$ cat config.mk
export PLATFORM = sky130hd
export DESIGN_NAME = spi_reg_access_arbiter
export DESIGN_NICKNAME = d
export VERILOG_FILES = /design/src/rtl/spi_pkg.sv /design/src/rtl/rr_arbiter.sv /design/src/rtl/spi_reg_access_arbiter.sv
export SDC_FILE = /design/constraint.sdc
export NUM_CORES = 1
export LEC_CHECK = 0
export ABC_AREA = 1
export ABC_CLOCK_PERIOD_IN_PS = 1800
export BUFFER_PORTS_ARGS = -buffer_cell sky130_fd_sc_hd__buf_2
export CORE_MARGIN = 2
export CORE_UTILIZATION = 53
export DETAILED_ROUTE_END_ITERATION = 8
export PLACE_DENSITY_LB_ADDON = 0.15
export SKIP_LAST_GASP = 1
export SLEW_MARGIN = 15
export SYNTH_ARGS = -nofsm -noshare
export SYNTH_HDL_FRONTEND = slang
export SYNTH_SLANG_ARGS = --single-unit
$ cat constraint.sdc
create_clock -name clk -period 1.8 [get_ports clk]
set_input_delay 0.27 -clock clk [delete_from_list [all_inputs] [get_ports clk]]
set_output_delay 0.27 -clock clk [all_outputs]
set_load 0.02 [all_outputs]
$ cat src/rtl/spi_pkg.sv
// Shared definitions for the SPI register-access arbiter and its round-robin helper.
package spi_pkg;

    typedef enum logic [2:0] {
        IDLE,
        CMD,
        GAP,
        DATA,
        RX,
        ACK
    } state_e;

    localparam logic       READ_BIT    = 1'b1;
    localparam logic [7:0] DUMMY_BYTE  = 8'h00;
    localparam int         FRAME_BYTES = 2;

    // Index width that stays legal for a single requester.
    function automatic int idx_width(input int n);
        return (n > 1) ? $clog2(n) : 1;
    endfunction

endpackage

$ cat src/rtl/rr_arbiter.sv
// Combinational round-robin arbiter: first set request at or above the pointer, wrapping.
module rr_arbiter
    import spi_pkg::*;
#(
    parameter int NUM_REQ = 2,
    parameter int IDX_W   = idx_width(NUM_REQ)
) (
    input  logic [NUM_REQ-1:0] req_i,
    input  logic [IDX_W-1:0]   ptr_i,
    output logic [NUM_REQ-1:0] grant_o,
    output logic [IDX_W-1:0]   grant_idx_o,
    output logic               grant_valid_o
);

    always_comb begin
        int j;
        j             = 0;
        grant_o       = '0;
        grant_idx_o   = '0;
        grant_valid_o = 1'b0;
        for (int i = 0; i < NUM_REQ; i++) begin
            j = int'(ptr_i) + i;
            if (j >= NUM_REQ) begin
                j = j - NUM_REQ;
            end
            if (!grant_valid_o && req_i[j]) begin
                grant_valid_o = 1'b1;
                grant_o[j]    = 1'b1;
                grant_idx_o   = IDX_W'(j);
            end
        end
    end

endmodule

$ cat src/rtl/spi_reg_access_arbiter.sv
// Shares one multi-byte SPI master between NUM_REQ register-access requesters,
// turning each grant into a 2-byte {rw,addr} + data frame with a completion timeout.
module spi_reg_access_arbiter
    import spi_pkg::*;
#(
    parameter int NUM_REQ      = 2,
    parameter int CNT_W        = 2,
    parameter int TIMEOUT_CLKS = 1023
) (
    input  logic                 clk,
    input  logic                 rst_n,
    input  logic [NUM_REQ-1:0]   req_valid,
    input  logic [NUM_REQ-1:0]   req_rw,
    input  logic [7*NUM_REQ-1:0] req_addr,
    input  logic [8*NUM_REQ-1:0] req_wdata,
    output logic [NUM_REQ-1:0]   req_ack,
    output logic [7:0]           rsp_rdata,
    output logic                 rsp_err,
    output logic                 busy,
    output logic [CNT_W-1:0]     m_tx_count,
    output logic [7:0]           m_tx_byte,
    output logic                 m_tx_en,
    input  logic                 m_tx_ready,
    input  logic [7:0]           m_rx_byte,
    input  logic                 m_rx_en,
    input  logic [CNT_W-1:0]     m_rx_count
);

    localparam int IDX_W = idx_width(NUM_REQ);
    localparam int TO_W  = $clog2(TIMEOUT_CLKS + 1);

    state_e               state_q, state_d;
    logic [IDX_W-1:0]     ptr_q, ptr_d;
    logic [NUM_REQ-1:0]   gnt_q, gnt_d;
    logic                 rw_q, rw_d;
    logic [6:0]           addr_q, addr_d;
    logic [7:0]           wdata_q, wdata_d;
    logic [TO_W-1:0]      tmo_q, tmo_d;
    logic [NUM_REQ-1:0]   ack_q, ack_d;
    logic [7:0]           rdata_q, rdata_d;
    logic                 err_q, err_d;
    logic                 busy_q, busy_d;
    logic                 tx_en_q, tx_en_d;
    logic [7:0]           tx_byte_q, tx_byte_d;
    logic [CNT_W-1:0]     tx_count_q, tx_count_d;

    logic [NUM_REQ-1:0]   arb_grant;
    logic [IDX_W-1:0]     arb_idx;
    logic                 arb_valid;
    logic                 counting;

    rr_arbiter #(
        .NUM_REQ (NUM_REQ),
        .IDX_W   (IDX_W)
    ) u_rr_arbiter (
        .req_i         (req_valid),
        .ptr_i         (ptr_q),
        .grant_o       (arb_grant),
        .grant_idx_o   (arb_idx),
        .grant_valid_o (arb_valid)
    );

    assign counting = (state_q == CMD) || (state_q == GAP) ||
                      (state_q == DATA) || (state_q == RX);

    always_ff @(posedge clk or negedge rst_n) begin
        if (!rst_n) begin
            state_q    <= IDLE;
            ptr_q      <= '0;
            gnt_q      <= '0;
            rw_q       <= 1'b0;
            addr_q     <= '0;
            wdata_q    <= '0;
            tmo_q      <= '0;
            ack_q      <= '0;
            rdata_q    <= '0;
            err_q      <= 1'b0;
            busy_q     <= 1'b0;
            tx_en_q    <= 1'b0;
            tx_byte_q  <= '0;
            tx_count_q <= '0;
        end else begin
            state_q    <= state_d;
            ptr_q      <= ptr_d;
            gnt_q      <= gnt_d;
            rw_q       <= rw_d;
            addr_q     <= addr_d;
            wdata_q    <= wdata_d;
            tmo_q      <= tmo_d;
            ack_q      <= ack_d;
            rdata_q    <= rdata_d;
            err_q      <= err_d;
            busy_q     <= busy_d;
            tx_en_q    <= tx_en_d;
            tx_byte_q  <= tx_byte_d;
            tx_count_q <= tx_count_d;
        end
    end

    // Completion (normal or timeout) raises the ack on entry to ACK, so the requester
    // has dropped req_valid by the time IDLE arbitrates again.
    always_comb begin
        state_d    = state_q;
        ptr_d      = ptr_q;
        gnt_d      = gnt_q;
        rw_d       = rw_q;
        addr_d     = addr_q;
        wdata_d    = wdata_q;
        tmo_d      = tmo_q;
        ack_d      = '0;
        rdata_d    = rdata_q;
        err_d      = err_q;
        busy_d     = busy_q;
        tx_en_d    = 1'b0;
        tx_byte_d  = tx_byte_q;
        tx_count_d = tx_count_q;

        if (counting && (tmo_q == '0)) begin
            ack_d      = gnt_q;
            err_d      = 1'b1;
            busy_d     = 1'b0;
            tx_count_d = '0;
            state_d    = ACK;
        end else begin
            if (counting) begin
                tmo_d = tmo_q - TO_W'(1);
            end
            unique case (state_q)
                IDLE: begin
                    if (arb_valid) begin
                        gnt_d      = arb_grant;
                        rw_d       = req_rw[arb_idx];
                        addr_d     = req_addr[7*int'(arb_idx) +: 7];
                        wdata_d    = req_wdata[8*int'(arb_idx) +: 8];
                        ptr_d      = (arb_idx == IDX_W'(NUM_REQ - 1)) ? '0 : arb_idx + IDX_W'(1);
                        busy_d     = 1'b1;
                        tmo_d      = TO_W'(TIMEOUT_CLKS);
                        tx_count_d = CNT_W'(FRAME_BYTES);
                        state_d    = CMD;
                    end
                end
                CMD: begin
                    if (m_tx_ready) begin
                        tx_en_d   = 1'b1;
                        tx_byte_d = {rw_q, addr_q};
                        state_d   = GAP;
                    end
                end
                GAP: begin
                    state_d = DATA;
                end
                DATA: begin
                    if (m_tx_ready) begin
                        tx_en_d   = 1'b1;
                        tx_byte_d = (rw_q == READ_BIT) ? DUMMY_BYTE : wdata_q;
                        state_d   = RX;
                    end
                end
                RX: begin
                    if (m_rx_en && (m_rx_count == CNT_W'(1))) begin
                        if (rw_q == READ_BIT) begin
                            rdata_d = m_rx_byte;
                        end
                        ack_d      = gnt_q;
                        err_d      = 1'b0;
                        busy_d     = 1'b0;
                        tx_count_d = '0;
                        state_d    = ACK;
                    end
                end
                ACK: begin
                    state_d = IDLE;
                end
                default: begin
                    state_d = IDLE;
                end
            endcase
        end
    end

    assign req_ack    = ack_q;
    assign rsp_rdata  = rdata_q;
    assign rsp_err    = err_q;
    assign busy       = busy_q;
    assign m_tx_en    = tx_en_q;
    assign m_tx_byte  = tx_byte_q;
    assign m_tx_count = tx_count_q;

endmodule

* Word level (Yosys, flattened, before mapping)
Cells that the tools add are included.
** Storage, ports and cells
- Register bits :: 55
- Output and inout bits :: 23
- Logic and storage cells :: 114
** Operators by class
- $add $sub $neg :: 5
- $mul :: 1
- Order comparisons :: 7
- Equality and inequality tests :: 11
- Shift operators :: 2
- Multiplexer cells :: 50
- Bitwise logic cells :: 2
- Reductions and logical operators :: 22
** Operators by type and width (number)
- greater-or-equal comparator 32 x 1 -> 1 bit (second input constant) :: 2
- less-than comparator 32 x 3 -> 1 bit (second input constant) :: 2
- two-way mux 32 bit :: 2
- greater-or-equal comparator 32 x 3 -> 1 bit (second input constant) :: 1
- subtractor 32 x 3 -> 32 bit (second input constant) :: 1
- two-way mux 10 bit :: 3
- two-way mux 8 bit :: 3
- two-way mux 1 bit :: 23
- two-way mux 2 bit :: 8
- one-hot mux 8 bit (2 select lines) :: 1
- indexed part select 16 x 5 -> 8 bit :: 1
- two-way mux 3 bit :: 5
- one-hot mux 3 bit (5 select lines) :: 1
- indexed part select 14 x 5 -> 7 bit :: 1
- AND reduction 4 bit :: 3
- zero test 10 bit :: 1
- subtractor 10 x 1 -> 10 bit (second input constant) :: 1
- equality test 3 x 2 -> 1 bit (second input constant) :: 2
- != test 3 x 2 -> 1 bit (second input constant) :: 2
- AND reduction 3 bit :: 2
- nonzero test 2 bit :: 3
- logical AND 1 bit :: 5
- multiplier 3 x 1 -> 4 bit (first input constant) :: 1
- != test 2 bit (second input constant) :: 2
- other kinds (21) :: 24

* Depth between registers and ports, before layout
- Depth after elaboration :: 12
- Depth in mapped cells :: 10
- Gate-level depth less buffers :: 10

* Cells and area by module
A second synthesis with hierarchy kept.
** Second synthesis, totals
- Cells, all modules :: 370
- Area, all modules :: 2819.0 µm²
** By module, submodules not included
- spi_reg_access_arbiter :: instances 1, cells each 356, area an instance 2763.9 µm², seq. area each 1326.3 µm²
- rr_arbiter :: instances 1, cells each 14, area an instance 55.1 µm², seq. area each 0.0 µm²

* Worst setup path before layout
OpenSTA, ideal clock, no wires.
- Path type :: flip-flop to flip-flop
- Start point :: register tmo_q[0]
- End point :: register tx_count_q[1], in the netlist m_tx_count[1]
- Setup time :: 117 ps
- Arrival time :: 1351 ps
- Slack :: 332 ps
- Cell stages (with the launch flop) :: 10
- Path buffers :: 0
- Clock period less this slack :: 1468 ps
- Cell sequence :: dfrtp_1 > inv_1 > ha_1 > nand2_1 > nor2_4 > nand2_4 > a21oi_1 > nand2_1 > nand2_1 > nand2_1
** On the way
- Word-level cells in the longest chain between the ends :: 4
- Elaborated cells on any way between the ends :: 7
** RTL lines
- start: declaration :: RTL line spi_reg_access_arbiter.sv:38 : logic [TO_W-1:0] tmo_q, tmo_d;
- start signal: assignment :: RTL line spi_reg_access_arbiter.sv:89 : tmo_q <= tmo_d;
- zero test 10 bit (*) :: RTL line spi_reg_access_arbiter.sv:118 : if (counting && (tmo_q == '0)) begin
- logical AND 1 bit (*) :: RTL line spi_reg_access_arbiter.sv:118
- != test 3 x 1 -> 1 bit (no line), or another cell as far along
- AND reduction 3 bit (no line)
- end signal: assignment :: RTL line spi_reg_access_arbiter.sv:96 : tx_count_q <= tx_count_d;
- end: declaration :: RTL line spi_reg_access_arbiter.sv:45 : logic [CNT_W-1:0] tx_count_q, tx_count_d;
Mark *: on every way between the ends. The rest lies on a longest branch, timed or not.
A chain may end at the register's enable or synchronous reset.

* Worst setup path after layout
Ends and elaborated chain as after synthesis.

==> results_dict.tcl <==
set metrics [dict create \
    htree_num_levels 2 \
    yosysSeqAreaShare_pct 49.0 \
    tns_ps 0 \
    p_leak_uw 0.00175 \
    finalCritPeriodShare_pct 93.4 \
    io_pins 71 \
    core.rowCount 26 \
    synth_area_per_cell_um2 8.43 \
    die_w_um 75.4 \
    detail-route-antenna-nets 0 \
    cp_data_arrival_time_ps 1870 \
    hold_class "input pin to register" \
    dr_total_vias 2262 \
    die_y_um 75.4 \
    drt_wl_total_um 5320 \
    finalWeightedCongestion 0.872 \
    drive_gt1_share_pct 25.6 \
    clk_path_buf_depth 2 \
    syn_nets 371 \
    start_util_pct 54.0 \
    r2r-start "tmo_q[0]" \
    dr.pass1.iters 4 \
    r2r_slack_ps 120 \
    gr-total-overflow 0 \
    nets 441 \
    grt_max_degree 33 \
    timing.rr.end "m_tx_count[1]" \
    syn_to_final_growth_pct 18.7 \
    ir_worst_vdd_mv 0.681 \
    ys_ff_latch 53 \
    criticalPathCategory "register to register" \
    dp_hpwl_um 4100 \
    cp.required_ps 1990 \
    cts_root_buf "clkbuf_8" \
    post-route-cell-area_um2 3210 \
    yosysUniqueCellTypes 27 \
    antenna_found_initial 0 \
    portBuffers 69 \
    power_density_nw_per_um2 1440 \
    syn_inst 321 \
    fillers 471 \
    rsz0062_at_grt "no" \
    drcViolationCount 0 \
    place_area_um2 3110 \
    insertion_delay_ps 310 \
    grt_pass1_vias 2055 \
    core_um2 5010 \
    status "complete, no violations" \
    clock-sinks 53 \
    reg2reg_depth 9 \
    viasPerCell 4.91 \
    cts_tree "done" \
    finalSetupViolCount 0 \
    fmax_ghz 0.595 \
    dr.first_iter.drc_count 101 \
    cap_violations 0 \
    diodes 0 \
    end_kind "register" \
    slew_violations 0 \
    cp_max_fo 5 \
    crit_start "tmo_q[0]" \
    cp-start-kind "register" \
    post_cts_buffers 0 \
    min_period_ps 1680 \
    wl_per_cell_um 11.5 \
    gr-usage-all-layers_pct 20.1 \
    ys_warn_count 0 \
    final_hold_viol_count 0 \
    grt_pass1_wl_um 8710 \
    clock-skew-final_ps 17.7 \
    critical_path.endpoint "m_tx_count[1]" \
    numCtsBuffers 5 \
    cts.clk_slew.worst_paths_ps 100 \
    die_area_um2 5690 \
    syn_area_um2 2710 \
]
==> cells in the final DEF (no fill, tap or decap), types with 2 or more instances in the layout <==
cell type,count
nor2_4,3
dfrtp_1,53
nor2_2,2
ha_1,2
inv_1,31
nand3_1,14
buf_2,69
nand2_1,86
nand4_1,4
clkinv_1,2
buf_12,2
nor2_1,23
o21ai_1,19
mux2i_1,16
clkbuf_8,6
o21ai_0,30
buf_4,2
inv_2,5
nand2_2,5
a21oi_1,4
nand2_4,3
==> power by group <==
part	internal (uW)	total (uW)	switching [uW]
clock network	306	674	368
logic	737	2020	1280
registers	1650	1950	293
total	2700	4640	1940
==> kinds of logic (layout without fill, tap and decap cells) <==
logic type                 after synthesis  count (layout)  synth area share [%]
and+or+nand+nor                        144             144                  24.8
AOI/OAI and AO/OA                       56              56                  10.7
DFF                                     53              53                  49.0
buffers and inverters                   49             119                  8.46
muxes                                   16              16                  5.92
adders and majority gates                2               2                 0.925
other                                    1               1                 0.139
==> cell usage after synthesis <==
master | count | share of area, %
a21oi_1 | 4 | 0.74
nor2_1 | 23 | 3.2
o21a_1 | 1 | 0.28
nand3_4 | 1 | 0.65
o31ai_1 | 1 | 0.28
o21ai_1 | 19 | 3.5
ha_1 | 2 | 0.92
nand3_1 | 14 | 2.6
nor4_1 | 1 | 0.23
o21ai_0 | 30 | 5.6
nand2_2 | 5 | 1.2
buf_6 | 3 | 1.2
nand2_1 | 86 | 12
nor2_2 | 2 | 0.46
mux2i_1 | 16 | 5.9
buf_4 | 5 | 1.4
clkinv_1 | 2 | 0.28
nor2_4 | 3 | 1.2
nand4_4 | 1 | 0.79
dfrtp_1 | 53 | 49
buf_2 | 3 | 0.55
o221ai_1 | 1 | 0.32
nand2_4 | 4 | 1.7
inv_1 | 31 | 4.3
nand4_1 | 4 | 0.92
inv_2 | 5 | 0.69
conb_1 | 1 | 0.14
==> per-stage QoR <==
step           setup WS, ps  hold WS [ps]  util (%)  cells  power (uW)
3_5_place_dp            160           201      62.0    453        3990
3_3_place_gp            236           199      62.0    453        3940
2_1_floorplan           332         -25.6         -    321        3430
6_report                119           201      64.1    461        4640
5_1_grt                7.13           212      64.1    461        5030
4_1_cts                 122           196      63.9    461        4660
==> routing by layer <==
layer / vias to the layer above / track usage [%] / wire (um) / share of wire [%]
met5: - / 0 / 0 / 0
met3: 7 / 4.10 / 277 / 5.2
met1: 1037 / 25.2 / 2340 / 44
met2: 57 / 34.8 / 2620 / 49
met4: 0 / 6.43 / 86 / 1.6
li1: 1161 / - / - / -
==> sequential cells by signal, indices dropped and copies added, names as in the netlist <==
| name | flops |
|---|---|
| tmo_q | 10 |
| rw_q | 1 |
| ptr_q | 1 |
| gnt_q | 2 |
| m_tx_byte | 8 |
| wdata_q | 8 |
| rsp_rdata | 8 |
| req_ack | 2 |
| m_tx_count | 1 |
| addr_q | 7 |
| state_q | 3 |
| rsp_err | 1 |
| m_tx_en | 1 |
==> worst max-delay path, stage by stage (launching register included) <==
cell	delay [ps]
dfrtp_1	430
inv_1	120
ha_1	190
nand2_1	100
nor2_4	180
nand2_4	90
a21oi_1	280
nand2_1	80
nand2_1	60
nand2_1	40
==> how the worst min path moves through the flow <==
stage	startpoint	endpoint	slack, ps	depth (start not counted)
after floorplan	rst_n	addr_q[0]	-30	0
after global placement	rst_n	tmo_q[3]	200	1
after detailed placement	rst_n	tmo_q[3]	200	1
after CTS	m_rx_byte[5]	rsp_rdata[5]	200	3
after global routing	m_rx_byte[5]	rsp_rdata[5]	210	3
final	m_rx_byte[6]	rsp_rdata[6]	200	3
==> repair_timing <==
action / CTS / global route
resized for setup: 0 / 1
hold buffers: 1 / 0
endpoints found under the hold margin: 13 / 0
endpoints found under the setup margin: 0 / 1
==> layout make-up <==
class / instances / area [um^2] / share of cell area, %
Timing Repair Buffer: 74 / 410 / 12.8
Inverter: 38 / 143 / 4.44
Multi-Input combinational cell: 219 / 1160 / 36.1
Clock buffer: 7 / 86.3 / 2.69
Tap cell: 70 / 87.6 / 2.73
Sequential cell: 53 / 1330 / 41.3
(Power assumes the default switching activity.)
